<file path="config.mk">
export PLATFORM = sky130hd
export DESIGN_NAME = vec_writeback_unit
export DESIGN_NICKNAME = d
export VERILOG_FILES = /design/src/rtl/vec_pkg.sv /design/src/rtl/wb_beat_mux.sv /design/src/rtl/vec_writeback_unit.sv
export SDC_FILE = /design/constraint.sdc
export NUM_CORES = 1
export LEC_CHECK = 0
export CAP_MARGIN = 15
export CORE_AREA = 2 2 470 472
export CTS_CLUSTER_SIZE = 30
export DETAILED_ROUTE_END_ITERATION = 6
export DIE_AREA = 0 0 472 474
export SYNTH_ARGS = -nofsm -noshare
export SYNTH_HDL_FRONTEND = slang
export SYNTH_SLANG_ARGS = --single-unit
</file>
<file path="constraint.sdc">
create_clock -name CLK -period 4.2 [get_ports CLK]
set_clock_uncertainty 0.2 [all_clocks]
set_input_delay 1.26 -clock CLK [delete_from_list [all_inputs] [get_ports CLK]]
set_output_delay 1.26 -clock CLK [all_outputs]
set_load 0.03 [all_outputs]
</file>
<file path="src/rtl/vec_pkg.sv">
// Shared constants and types for the vector writeback path.
// Default geometry: 16 lanes of 32 bits, 4-bit register addresses.
package vec_pkg;
  localparam int LANES      = 16;
  localparam int DW         = 32;
  localparam int AW         = 4;
  localparam int BEAT_LANES = 4;

  typedef logic [LANES-1:0][DW-1:0] lane_vec_t;

  typedef enum logic [1:0] {
    IDLE = 2'd0,
    SCAL = 2'd1,
    VEC  = 2'd2
  } wb_state_t;
endpackage

</file>
<file path="src/rtl/wb_beat_mux.sv">
// Combinational selector of one BEAT_LANES-wide beat out of a full lane vector.
// Zero latency, no flow control.
module wb_beat_mux #(
  parameter int LANES      = 16,
  parameter int DW         = 32,
  parameter int BEAT_LANES = 4,
  parameter int BW         = 2
) (
  input  logic [LANES-1:0][DW-1:0]  buf_i,
  input  logic [BW-1:0]             beat_i,
  output logic [BEAT_LANES*DW-1:0]  dat_o
);
  localparam int NB = LANES / BEAT_LANES;

  always_comb begin
    dat_o = '0;
    for (int b = 0; b < NB; b++) begin
      if (beat_i == BW'(b)) dat_o = buf_i[b*BEAT_LANES +: BEAT_LANES];
    end
  end
endmodule

</file>
<file path="src/rtl/vec_writeback_unit.sv">
// MEM/WB consumer: one-beat scalar writes, NB-beat vector drains; writes land the cycle after accept.
// in_ready drops while a vector drain is in progress and rises again on its final beat.
module vec_writeback_unit #(
  parameter int LANES      = vec_pkg::LANES,
  parameter int DW         = vec_pkg::DW,
  parameter int BEAT_LANES = vec_pkg::BEAT_LANES,
  parameter int AW         = vec_pkg::AW,
  localparam int NB        = LANES / BEAT_LANES,
  localparam int BW        = (NB > 1) ? $clog2(NB) : 1
) (
  input  logic                     CLK,
  input  logic                     RST,
  input  logic                     in_valid,
  output logic                     in_ready,
  input  logic [LANES*DW-1:0]      ALUOutW,
  input  logic [LANES*DW-1:0]      ReadDataW,
  input  logic                     MemtoRegW,
  input  logic                     RegWriteW,
  input  logic [AW-1:0]            WA3W,
  input  logic                     v_s_w,
  output logic                     rf_swe,
  output logic [AW-1:0]            rf_saddr,
  output logic [DW-1:0]            rf_swdata,
  output logic                     rf_vwe,
  output logic [AW-1:0]            rf_vaddr,
  output logic [BW-1:0]            rf_vbeat,
  output logic [BEAT_LANES*DW-1:0] rf_vwdata,
  output logic                     wb_done,
  output logic                     busy
);
  import vec_pkg::*;

  typedef logic [LANES-1:0][DW-1:0] lanes_t;

  wb_state_t               state_q, state_d;
  logic [BW-1:0]           beat_q, beat_d;
  lanes_t                  buf_q, buf_d, sel;
  logic [AW-1:0]           waddr_q, waddr_d;
  logic                    nowrite_d;

  logic                    swe_q, swe_d, vwe_q, vwe_d, done_q, done_d;
  logic [AW-1:0]           saddr_q, saddr_d, vaddr_q, vaddr_d;
  logic [DW-1:0]           swdata_q, swdata_d;
  logic [BW-1:0]           vbeat_q, vbeat_d;
  logic [BEAT_LANES*DW-1:0] vwdata_q, vwdata_d, beat_dat;

  logic accept, last_beat;

  assign sel       = MemtoRegW ? ReadDataW : ALUOutW;
  assign last_beat = (state_q == VEC) && (beat_q == BW'(NB-1));
  assign in_ready  = !RST && ((state_q != VEC) || last_beat);
  assign accept    = in_valid && in_ready;
  assign busy      = (state_q != IDLE);

  always_comb begin
    state_d   = state_q;
    beat_d    = beat_q;
    buf_d     = buf_q;
    waddr_d   = waddr_q;
    nowrite_d = 1'b0;
    if (accept) begin
      buf_d   = sel;
      waddr_d = WA3W;
      beat_d  = '0;
      if (!RegWriteW) begin
        state_d   = IDLE;
        nowrite_d = 1'b1;
      end else if (!v_s_w) begin
        state_d = SCAL;
      end else begin
        state_d = VEC;
      end
    end else if ((state_q == VEC) && !last_beat) begin
      beat_d = beat_q + 1'b1;
    end else begin
      state_d = IDLE;
      beat_d  = '0;
    end
  end

  // Outputs are precomputed from next state so the rf_* ports come straight from flops.
  wb_beat_mux #(
    .LANES      (LANES),
    .DW         (DW),
    .BEAT_LANES (BEAT_LANES),
    .BW         (BW)
  ) u_beat_mux (
    .buf_i  (buf_d),
    .beat_i (beat_d),
    .dat_o  (beat_dat)
  );

  always_comb begin
    swe_d    = 1'b0;
    saddr_d  = '0;
    swdata_d = '0;
    vwe_d    = 1'b0;
    vaddr_d  = '0;
    vbeat_d  = '0;
    vwdata_d = '0;
    done_d   = nowrite_d;
    case (state_d)
      SCAL: begin
        swe_d    = 1'b1;
        saddr_d  = waddr_d;
        swdata_d = buf_d[0];
        done_d   = 1'b1;
      end
      VEC: begin
        vwe_d    = 1'b1;
        vaddr_d  = waddr_d;
        vbeat_d  = beat_d;
        vwdata_d = beat_dat;
        done_d   = (beat_d == BW'(NB-1));
      end
      default: ;
    endcase
  end

  always_ff @(posedge CLK) begin
    if (RST) begin
      state_q  <= IDLE;
      beat_q   <= '0;
      buf_q    <= '0;
      waddr_q  <= '0;
      swe_q    <= 1'b0;
      saddr_q  <= '0;
      swdata_q <= '0;
      vwe_q    <= 1'b0;
      vaddr_q  <= '0;
      vbeat_q  <= '0;
      vwdata_q <= '0;
      done_q   <= 1'b0;
    end else begin
      state_q  <= state_d;
      beat_q   <= beat_d;
      buf_q    <= buf_d;
      waddr_q  <= waddr_d;
      swe_q    <= swe_d;
      saddr_q  <= saddr_d;
      swdata_q <= swdata_d;
      vwe_q    <= vwe_d;
      vaddr_q  <= vaddr_d;
      vbeat_q  <= vbeat_d;
      vwdata_q <= vwdata_d;
      done_q   <= done_d;
    end
  end

  assign rf_swe    = swe_q;
  assign rf_saddr  = saddr_q;
  assign rf_swdata = swdata_q;
  assign rf_vwe    = vwe_q;
  assign rf_vaddr  = vaddr_q;
  assign rf_vbeat  = vbeat_q;
  assign rf_vwdata = vwdata_q;
  assign wb_done   = done_q;
endmodule

</file>
======== After elaboration in Yosys (flattened, before gate mapping) ========
Cells that the tools add are included.
Widths: inputs -> output; s select.
operators by class
  add/sub/neg operators ................... 1
  equal/unequal tests ..................... 8
  mux-type cells .......................... 18
  bitwise logic cells ..................... 2
  reductions and logical operators ........ 11
operator list
  cell                 number
  $mux 512             2
  $mux 128             4
  $mux 2               6
  $eq 2x2->1 const B   5
  $eq 2x1->1 const B   2
  $logic_and 1x1->1    4
  $mux 1               4
  $mux 4               1
  $reduce_or 2->1      2
  $add 2x1->2 const B  1
  $logic_not 1->1      2
  $logic_not 2->1      1
  $ne 2x2->1 const B   1
  $not 1->1            2
  $pmux 1 s2           1
  $reduce_bool 2->1    1
  $logic_or 1x1->1     1
storage, ports and cells
  flip-flop bits (word level) ............. 693
  input bits .............................. 1034
  output and inout bits ................... 175
  word-level logic and storage cells ...... 67

======== Longest topological paths before layout ========
Gate-level depths: netlist of run 1.
  depth after elaboration ................. 11
  mapped depth ............................ 15
  mapped depth without buffers ............ 11

======== Cells and area by module ========
Synthesis of run 1 repeated with hierarchy kept, for this count alone.
second synthesis, totals
  cell total of the unflattened synthesis .. 4001
  area total of the unflattened synthesis .. 35449.0 sq um
by module, submodules not included
  module              times used  cells an instance  area each (sq um)  sequential area each (sq um)
  vec_writeback_unit  1           3845               32252.2            13873.3
  wb_beat_mux         1           156                3196.8             0.0

======== Least setup slack after synthesis of run 1 ========
Ideal clock, no wire load.
  path kind ............................... input port to flip-flop
  start point ............................. in RST
  end point ............................... reg vwdata_q[101], in the netlist rf_vwdata[101]
  setup time .............................. 0.125 ns
  arrival ................................. 3.646 ns
  data required time ...................... 3.875 ns
  setup slack ............................. 0.229 ns
  stages on the path ...................... 15
  path buffers ............................ 5
  path through ............................ clkbuf_1 nand2b_1 nor2_2 buf_2 buf_2 nand2_1 or2_2 ha_1 nand2b_1 inv_1 buf_2 clkbuf_1 a22o_1 o2111ai_1 nand3_1
between the ends
  cells in the longest elaborated chain, start to end .. 9
  elaborated cells on any way between the ends .. 17
  those cells by class .................... eq/ne (4); mux (7); bitwise (1); reduce/logical (5)
ends and longest elaborated chain
  element                 line                       RTL
  start: declaration      vec_writeback_unit.sv:12   input logic RST,
  $logic_not 1->1         vec_writeback_unit.sv:51   assign in_ready = !RST && ((state_q != VEC) || last_beat);
  $logic_and 1x1->1       vec_writeback_unit.sv:51
  $logic_and 1x1->1       vec_writeback_unit.sv:52   assign accept = in_valid && in_ready;
  $mux 2                  vec_writeback_unit.sv:61   if (accept) begin
  $logic_not 2->1         wb_beat_mux.sv:18          if (beat_i == BW'(b)) dat_o = buf_i[b*BEAT_LANES +: BEAT_LANES];
  $mux 128 (4 in a row)   wb_beat_mux.sv:18
  end signal: assignment  vec_writeback_unit.sv:145  vwdata_q <= vwdata_d;
  end: declaration        vec_writeback_unit.sv:45   logic [BEAT_LANES*DW-1:0] vwdata_q, vwdata_d, beat_dat;
Several ways; a longest one is shown, not always the timed one.
A chain may end at the register's enable or synchronous reset.

======== Final worst setup path of run 1 ========
  start point ............................. reg beat_q[0]
  end point ............................... out in_ready
between the ends
  cells in the longest elaborated chain, start to end .. 4
ends and longest elaborated chain
  element                   line                       RTL
  start: declaration        vec_writeback_unit.sv:36   logic [BW-1:0] beat_q, beat_d;
  start signal: assignment  vec_writeback_unit.sv:136  beat_q <= beat_d;
  $eq 2x2->1                vec_writeback_unit.sv:50   assign last_beat = (state_q == VEC) && (beat_q == BW'(NB-1));
  $logic_and 1x1->1         vec_writeback_unit.sv:50
  $logic_or 1x1->1          vec_writeback_unit.sv:51
  $logic_and 1x1->1         vec_writeback_unit.sv:51
  end: declaration          vec_writeback_unit.sv:14   output logic in_ready,
No other way between the ends.

==> results.py, run 1 <==
metrics = {
    "sta": {
        "finalWorstSetupSlack_ns": 0.388,
        "timing.fmax_mhz": 262,
        "period_share": 0.908,
        "setup_viol": 0,
        "timing.setup.tns_ns": 0,
        "tightest_slew_ns": 1.24,
        "hold_viol_final": 0,
        "period_needed_ns": 3.81,
        "slew_viol_final": 0,
        "slew_headroom": 0.176,
        "grt_setup_unrepaired": "no",
    },
    "placement": {
        "dp.cells": 7335,
        "place.gp.congestion": 0.897,
        "hpwl_um": 172000,
        "numPortBuffers": 1208,
        "placed_area_um2": 46700,
        "dp_slack_ns": 0.0882,
    },
    "yosys": {
        "synth_nets": 4523,
        "synth_area_per_cell_um2": 8.92,
        "synth_edf_count": 0,
        "synth_seq_cells": 693,
        "ys_seq_area_frac": 0.446,
        "synth_area_um2": 31100,
        "synth_warnings": 0,
        "async_flop_share": 0,
        "synth-main-ff-cell": "dfxtp_1",
        "syn_inst": 3486,
        "synth_cell_types": 38,
    },
    "clock_network": {
        "cts.htree.levels": 3,
        "cts_num_sinks": 693,
        "cts_setup_buffers": 0,
        "clockRootBuffer": "clkbuf_16",
        "tritoncts": "yes",
        "clock_tree.buffer_depth": 3,
        "cts-resized-gates": 0,
        "clk_pin_slew_ns": 0.06,
        "numCtsBuffers": 86,
        "insertion_delay_ns": 0.73,
        "hold_buffers": 0,
    },
    "floorplanning": {
        "die_w_um": 472,
        "die-area_um2": 224000,
        "core_um2": 219000,
        "row_count": 172,
        "start_util": 0.142,
        "die_h_um": 474,
        "ioPinCount": 1209,
    },
    "route": {
        "firstDrtPassIters": 6,
        "vias_per_cell": 4.34,
        "drt_iter0_drc": 2508,
        "drtAntennaViolNets": 0,
        "num_vias": 32700,
        "avgRoutedWirePerCell_um": 28.4,
        "drc": 0,
        "wirelength_um": 214000,
    },
    "pwr": {
        "power_frac_seq": 0.400,
        "leakage_nw": 18.3,
        "internal_power_mw": 12.9,
        "switchingPower_mw": 5.01,
        "power_density_nw_per_um2": 361,
        "irDropWorstVdd_uv": 275,
        "clock_power_share": 0.436,
        "power_mw": 17.9,
        "switching_share": 0.279,
        "p_comb_frac": 0.164,
    },
    "worst_setup_path": {
        "end_kind": "output pin",
        "slowest_stage": "nor3b_2",
        "worst-path-stages": 5,
        "critPathMaxFanout": 4,
        "cp.arrival_ns": 2.35,
        "cp_cell_sequence": "ha_4 > nor3b_2 > buf_4 > nor2_1 > buf_12",
        "regToRegStartpoint": "beat_q[0]$_SDFF_PP0_",
        "cp.required_ns": 2.74,
        "path_class": "reg -> out",
        "slowest_delay_ns": 0.56,
        "startpoint": "beat_q[0]$_SDFF_PP0_",
        "cpLargestDelayFamily": "simple AND/OR/NAND/NOR gates",
        "timing.critical_path.buf_inv": 2,
        "r2r_cells": 7,
        "worstSetupStartpointType": "flop",
    },
    "layout": {
        "nets": 5589,
        "final_cell_count_no_fill": 7548,
        "synthToLayoutAreaGrowth_pct": 59.9,
        "layout_common_cells": "1,203 x clkdlybuf4s50_1, 692 x dfxtp_1, 563 x nor2_1, 501 x mux2i_1, 395 x a211oi_1",
        "final_common_cell": "clkdlybuf4s50_1",
        "design_area_um2": 49700,
        "final_layout_size_suffix_gt1_frac": 0.0629,
    },
    "grt": {
        "grt_pass1_vias": 31800,
        "grt_pass1_wl_um": 280000,
        "grt_max_degree": 213,
        "grt_use_total": 0.183,
        "grt.overflow.total": 0,
        "antenna_found_initial": 170,
    },
    "hold_path": {
        "holdPathStages": 2,
        "hp-class": "reg -> reg",
        "worstHoldStart": "buf_q[255]$_SDFF_PP0_",
    },
    "status": {
        "outcome": "finished clean",
    },
    "flow_run": {
        "drv_cap": 0,
    },
}
[layout make-up]
type / instances / area, um2
Tap cell: 2871 / 3590
Sequential cell: 693 / 13900
Timing Repair Buffer: 1334 / 13400
Fill cell: 23800 / 169000
Clock inverter: 41 / 539
Inverter: 9 / 38.8
Clock buffer: 119 / 2410
Antenna cell: 53 / 133
Multi-Input combinational cell: 2428 / 15700
[flip-flops by register name, summed over array words and instances, names as in the netlist]
register and flops:
beat_q 2, rf_vwdata 128, wb_done 1, waddr_q 4, rf_vbeat 2, rf_saddr 4, rf_vwe 1, rf_vaddr 4
rf_swdata 32, buf_q 512, state_q 2, rf_swe 1
[Yosys cell counts (12+ instances only)]
cell       instances  share of area
nor2b_1           20         0.0040
mux2i_1          501           0.16
dfxtp_1          693           0.45
buf_4             12         0.0029
a21oi_1          111          0.018
nand2_1          122          0.015
a211oi_1         395          0.095
a22o_1            67          0.019
clkbuf_1         227          0.027
nor2_1           563          0.068
buf_1             13         0.0016
o2111ai_1         67          0.019
o21ai_0          285          0.046
buf_2             93          0.015
o211ai_1          50          0.012
nand3_1          185          0.030
[path summary, 6_finish.rpt]
check / endpoint / slack [ns]
setup / recovery: in_ready / 0.39
hold / removal: rf_vwdata[127]$_SDFF_PP0_ / 0.26
setup reg to reg: rf_vwdata[50]$_SDFF_PP0_ / 0.83
hold reg to reg: rf_vwdata[127]$_SDFF_PP0_ / 0.26
[tightest hold or removal path, delay by kind of cell, from the launching register on]
kind,cells,cell delay (ns)
simple gates,2,0.13
flops,1,0.33
[kinds of logic after synthesis]
family                   after synthesis  share of synthesized area
buffers and inverters                365                     0.0519
AO/OA/AOI/OAI                       1003                      0.216
adder cells (fa/ha/maj)                3                    0.00121
AND/OR/NAND/NOR                      919                      0.123
flip-flops                           693                      0.446
multiplexers                         503                      0.162
[per-layer routing]
| layer | global-route usage | up-vias | part of all wire |
|---|---|---|---|
| met1 | 0.219 | 15700 | 0.41 |
| met3 | 0.0683 | 322 | 0.099 |
| li1 | - | 14900 | - |
| met5 | 0 | - | 0.0030 |
| met4 | 0.0530 | 100 | 0.026 |
| met2 | 0.303 | 1625 | 0.47 |
[power groups by stage]
stage | clock, mW | sequential [mW] | combinational (mW)
finish | 7.83 | 7.18 | 2.94
global route | 8.25 | 7.21 | 3.16
CTS | 8.04 | 7.17 | 2.97
detailed placement | 0 | 7.32 | 2.96
global placement | 0 | 7.31 | 2.92
floorplan | 0 | 7.27 | 1.22
[per-stage QoR]
stage	hold WS, ns	util
2_1_floorplan	0.238	-
3_3_place_gp	0.255	0.213
3_5_place_dp	0.260	0.213
4_1_cts	0.246	0.227
5_1_grt	0.277	0.227
6_report	0.259	0.227
Note: power is estimated with default switching activity, not from simulation.
==> run 2, diff against run 1 <==
- CTS_CLUSTER_SIZE: 30 -> 8
==> run 2 against run 1 <==
  * Setup slack lost 0.0055 ns
  * Non-clock buffer count is the same
  * Fmax shrank 0.14%
  * First-iteration DRC count grew 5.5%
  * Cell count shrank 0.34%
  * Critical path depth is the same
  * Cell area is essentially flat
  * Global-route usage grew 0.094 points
  * Via count is essentially flat
  * Sequential power is essentially flat
  * Critical path type unchanged
==> results.py, run 2 (same netlist as run 1, synthesis figures left out) <==
metrics = {
    "status": {
        "outcome": "finished clean",
    },
    "route": {
        "wl_met2_um": 99000,
        "num_vias": 32700,
        "avgRoutedWirePerCell_um": 28.6,
        "met1_length_um": 87000,
        "firstDrtPassIters": 5,
        "drt_iter0_drc": 2645,
        "drtAntennaViolNets": 0,
        "drc": 0,
        "wirelength_um": 215000,
        "vias_per_cell": 4.35,
        "routed.top_layer": "met5",
        "wl_met3_um": 21600,
    },
    "grt": {
        "grt_max_degree": 213,
        "grt.overflow.total": 0,
        "grt_pass1_wl_um": 281000,
        "antenna_found_initial": 169,
        "grt_use_total": 0.184,
        "grt_pass1_vias": 31900,
    },
    "worst_setup_path": {
        "worstSetupStartpointType": "flop",
        "slowest_stage": "nor3b_2",
        "regToRegStartpoint": "beat_q[0]$_SDFF_PP0_",
        "r2r_cells": 7,
        "timing.rr.end": "rf_vwdata[50]$_SDFF_PP0_",
        "cp_cell_sequence": "ha_4 > nor3b_2 > buf_4 > nor2_1 > buf_12",
        "reg2reg_slack_ns": 0.81,
        "cp.arrival_ns": 2.36,
        "startpoint": "beat_q[0]$_SDFF_PP0_",
        "path_class": "reg -> out",
        "endpoint": "in_ready",
        "end_kind": "output pin",
        "slowest_delay_ns": 0.55,
        "critPathMaxFanout": 4,
        "cp.required_ns": 2.74,
    },
    "pwr": {
        "power_density_nw_per_um2": 364,
        "power_mw": 18.1,
        "irDropWorstVdd_uv": 293,
        "leakage_nw": 18.3,
    },
    "floorplanning": {
        "die_h_um": 474,
        "row_count": 172,
        "start_util": 0.142,
        "ioPinCount": 1209,
        "core_um2": 219000,
        "die_w_um": 472,
        "die-area_um2": 224000,
    },
    "clock_network": {
        "cts_setup_buffers": 0,
        "tritoncts": "yes",
        "insertion_delay_ns": 0.74,
        "clk_pin_slew_ns": 0.05,
        "cts-resized-gates": 0,
        "numCtsBuffers": 101,
        "hold_buffers": 0,
        "clock_tree.buffer_depth": 3,
        "cts_num_sinks": 693,
        "cts.htree.levels": 3,
        "clockRootBuffer": "clkbuf_16",
    },
    "layout": {
        "final_common_cell": "clkdlybuf4s50_1",
        "regArea_um2": 13900,
        "layout_common_cells": "1,203 x clkdlybuf4s50_1, 692 x dfxtp_1, 563 x nor2_1, 501 x mux2i_1, 395 x a211oi_1",
        "nets": 5604,
        "fillCellCount": 23800,
        "largest_register_ffs": 512,
        "synthToLayoutAreaGrowth_pct": 60.1,
        "largest_register": "buf_q",
        "multiInputGateArea_um2": 15700,
        "final_layout_size_suffix_gt1_frac": 0.0592,
    },
    "flow_run": {
        "drv_cap": 0,
    },
    "sta": {
        "hold_viol_final": 0,
        "period_share": 0.909,
        "setup_viol": 0,
        "slew_headroom": 0.162,
        "grt_setup_unrepaired": "no",
        "tightest_slew_ns": 1.26,
        "timing.fmax_mhz": 262,
        "period_needed_ns": 3.82,
        "timing.setup.tns_ns": 0,
        "slew_viol_final": 0,
    },
    "placement": {
        "numPortBuffers": 1208,
        "place.gp.congestion": 0.897,
        "hpwl_um": 172000,
    },
    "hold_path": {
        "hp-class": "reg -> reg",
    },
}
run 2: changes by cell type in the layout (fill, tap and decap cells not counted), sizes merged:
cell / previous run / this run
diode: 53 / 57
clkbuf: 119 / 117
clkinvlp: 4 / 0
inv: 14 / 10
bufinv: 6 / 4
clkinv: 26 / 8
run 2: area by class of cell:
| type | instances | area share |
|---|---|---|
| multi-input combinational | 2428 | 0.316 |
| sequential | 693 | 0.279 |
| timing repair buffer | 1334 | 0.270 |
| tap | 2871 | 0.0722 |
| clock buffer | 117 | 0.0532 |
| clock inverter | 13 | 0.00664 |
| antenna | 57 | 0.00287 |
| inverter | 9 | 0.000779 |
run 2: metal layers:
metal | vias to the layer above | global-route usage
met5 | - | 0
li1 | 14900 | -
met1 | 15700 | 0.219
met4 | 110 | 0.0562
met2 | 1662 | 0.302
met3 | 366 | 0.0724
run 2: power by group:
| part | internal [mW] | switching [mW] |
|---|---|---|
| clock network | 4.66 | 3.31 |
| logic | 1.52 | 1.42 |
| registers | 6.96 | 0.222 |
run 2: worst max-delay path, delay by kind of cell, from the launching register on:
kind	cells	cell delay, ns
AND/OR/NAND/NOR	2	0.64
adder cells (fa/ha/maj)	1	0.17
flip-flops	1	0.35
buffers and inverters	2	0.43
run 2: worst min-delay path by stage:
stage,from,end,slack (ns),cells past startpoint
after floorplan,buf_q[239]$_SDFF_PP0_,rf_vwdata[111]$_SDFF_PP0_,0.24,2
after global placement,buf_q[155]$_SDFF_PP0_,rf_vwdata[27]$_SDFF_PP0_,0.25,2
after detailed placement,buf_q[162]$_SDFF_PP0_,rf_vwdata[34]$_SDFF_PP0_,0.26,2
after CTS,buf_q[218]$_SDFF_PP0_,rf_vwdata[90]$_SDFF_PP0_,0.25,2
after global routing,buf_q[184]$_SDFF_PP0_,rf_vwdata[56]$_SDFF_PP0_,0.27,2
final,buf_q[218]$_SDFF_PP0_,rf_vwdata[90]$_SDFF_PP0_,0.25,2
run 2: through the flow:
step / setup slack, ns / util / area [um2] / cells / hold WS [ns]
after global placement: 0.193 / 0.213 / 46700 / 7335 / 0.255
after floorplan: 0.229 / - / 31100 / 3486 / 0.238
after CTS: 0.272 / 0.227 / 49600 / 7465 / 0.249
after global routing: 0.241 / 0.227 / 49700 / 7485 / 0.268
final: 0.383 / 0.228 / 49800 / 7522 / 0.249
after detailed placement: 0.0882 / 0.213 / 46700 / 7335 / 0.260
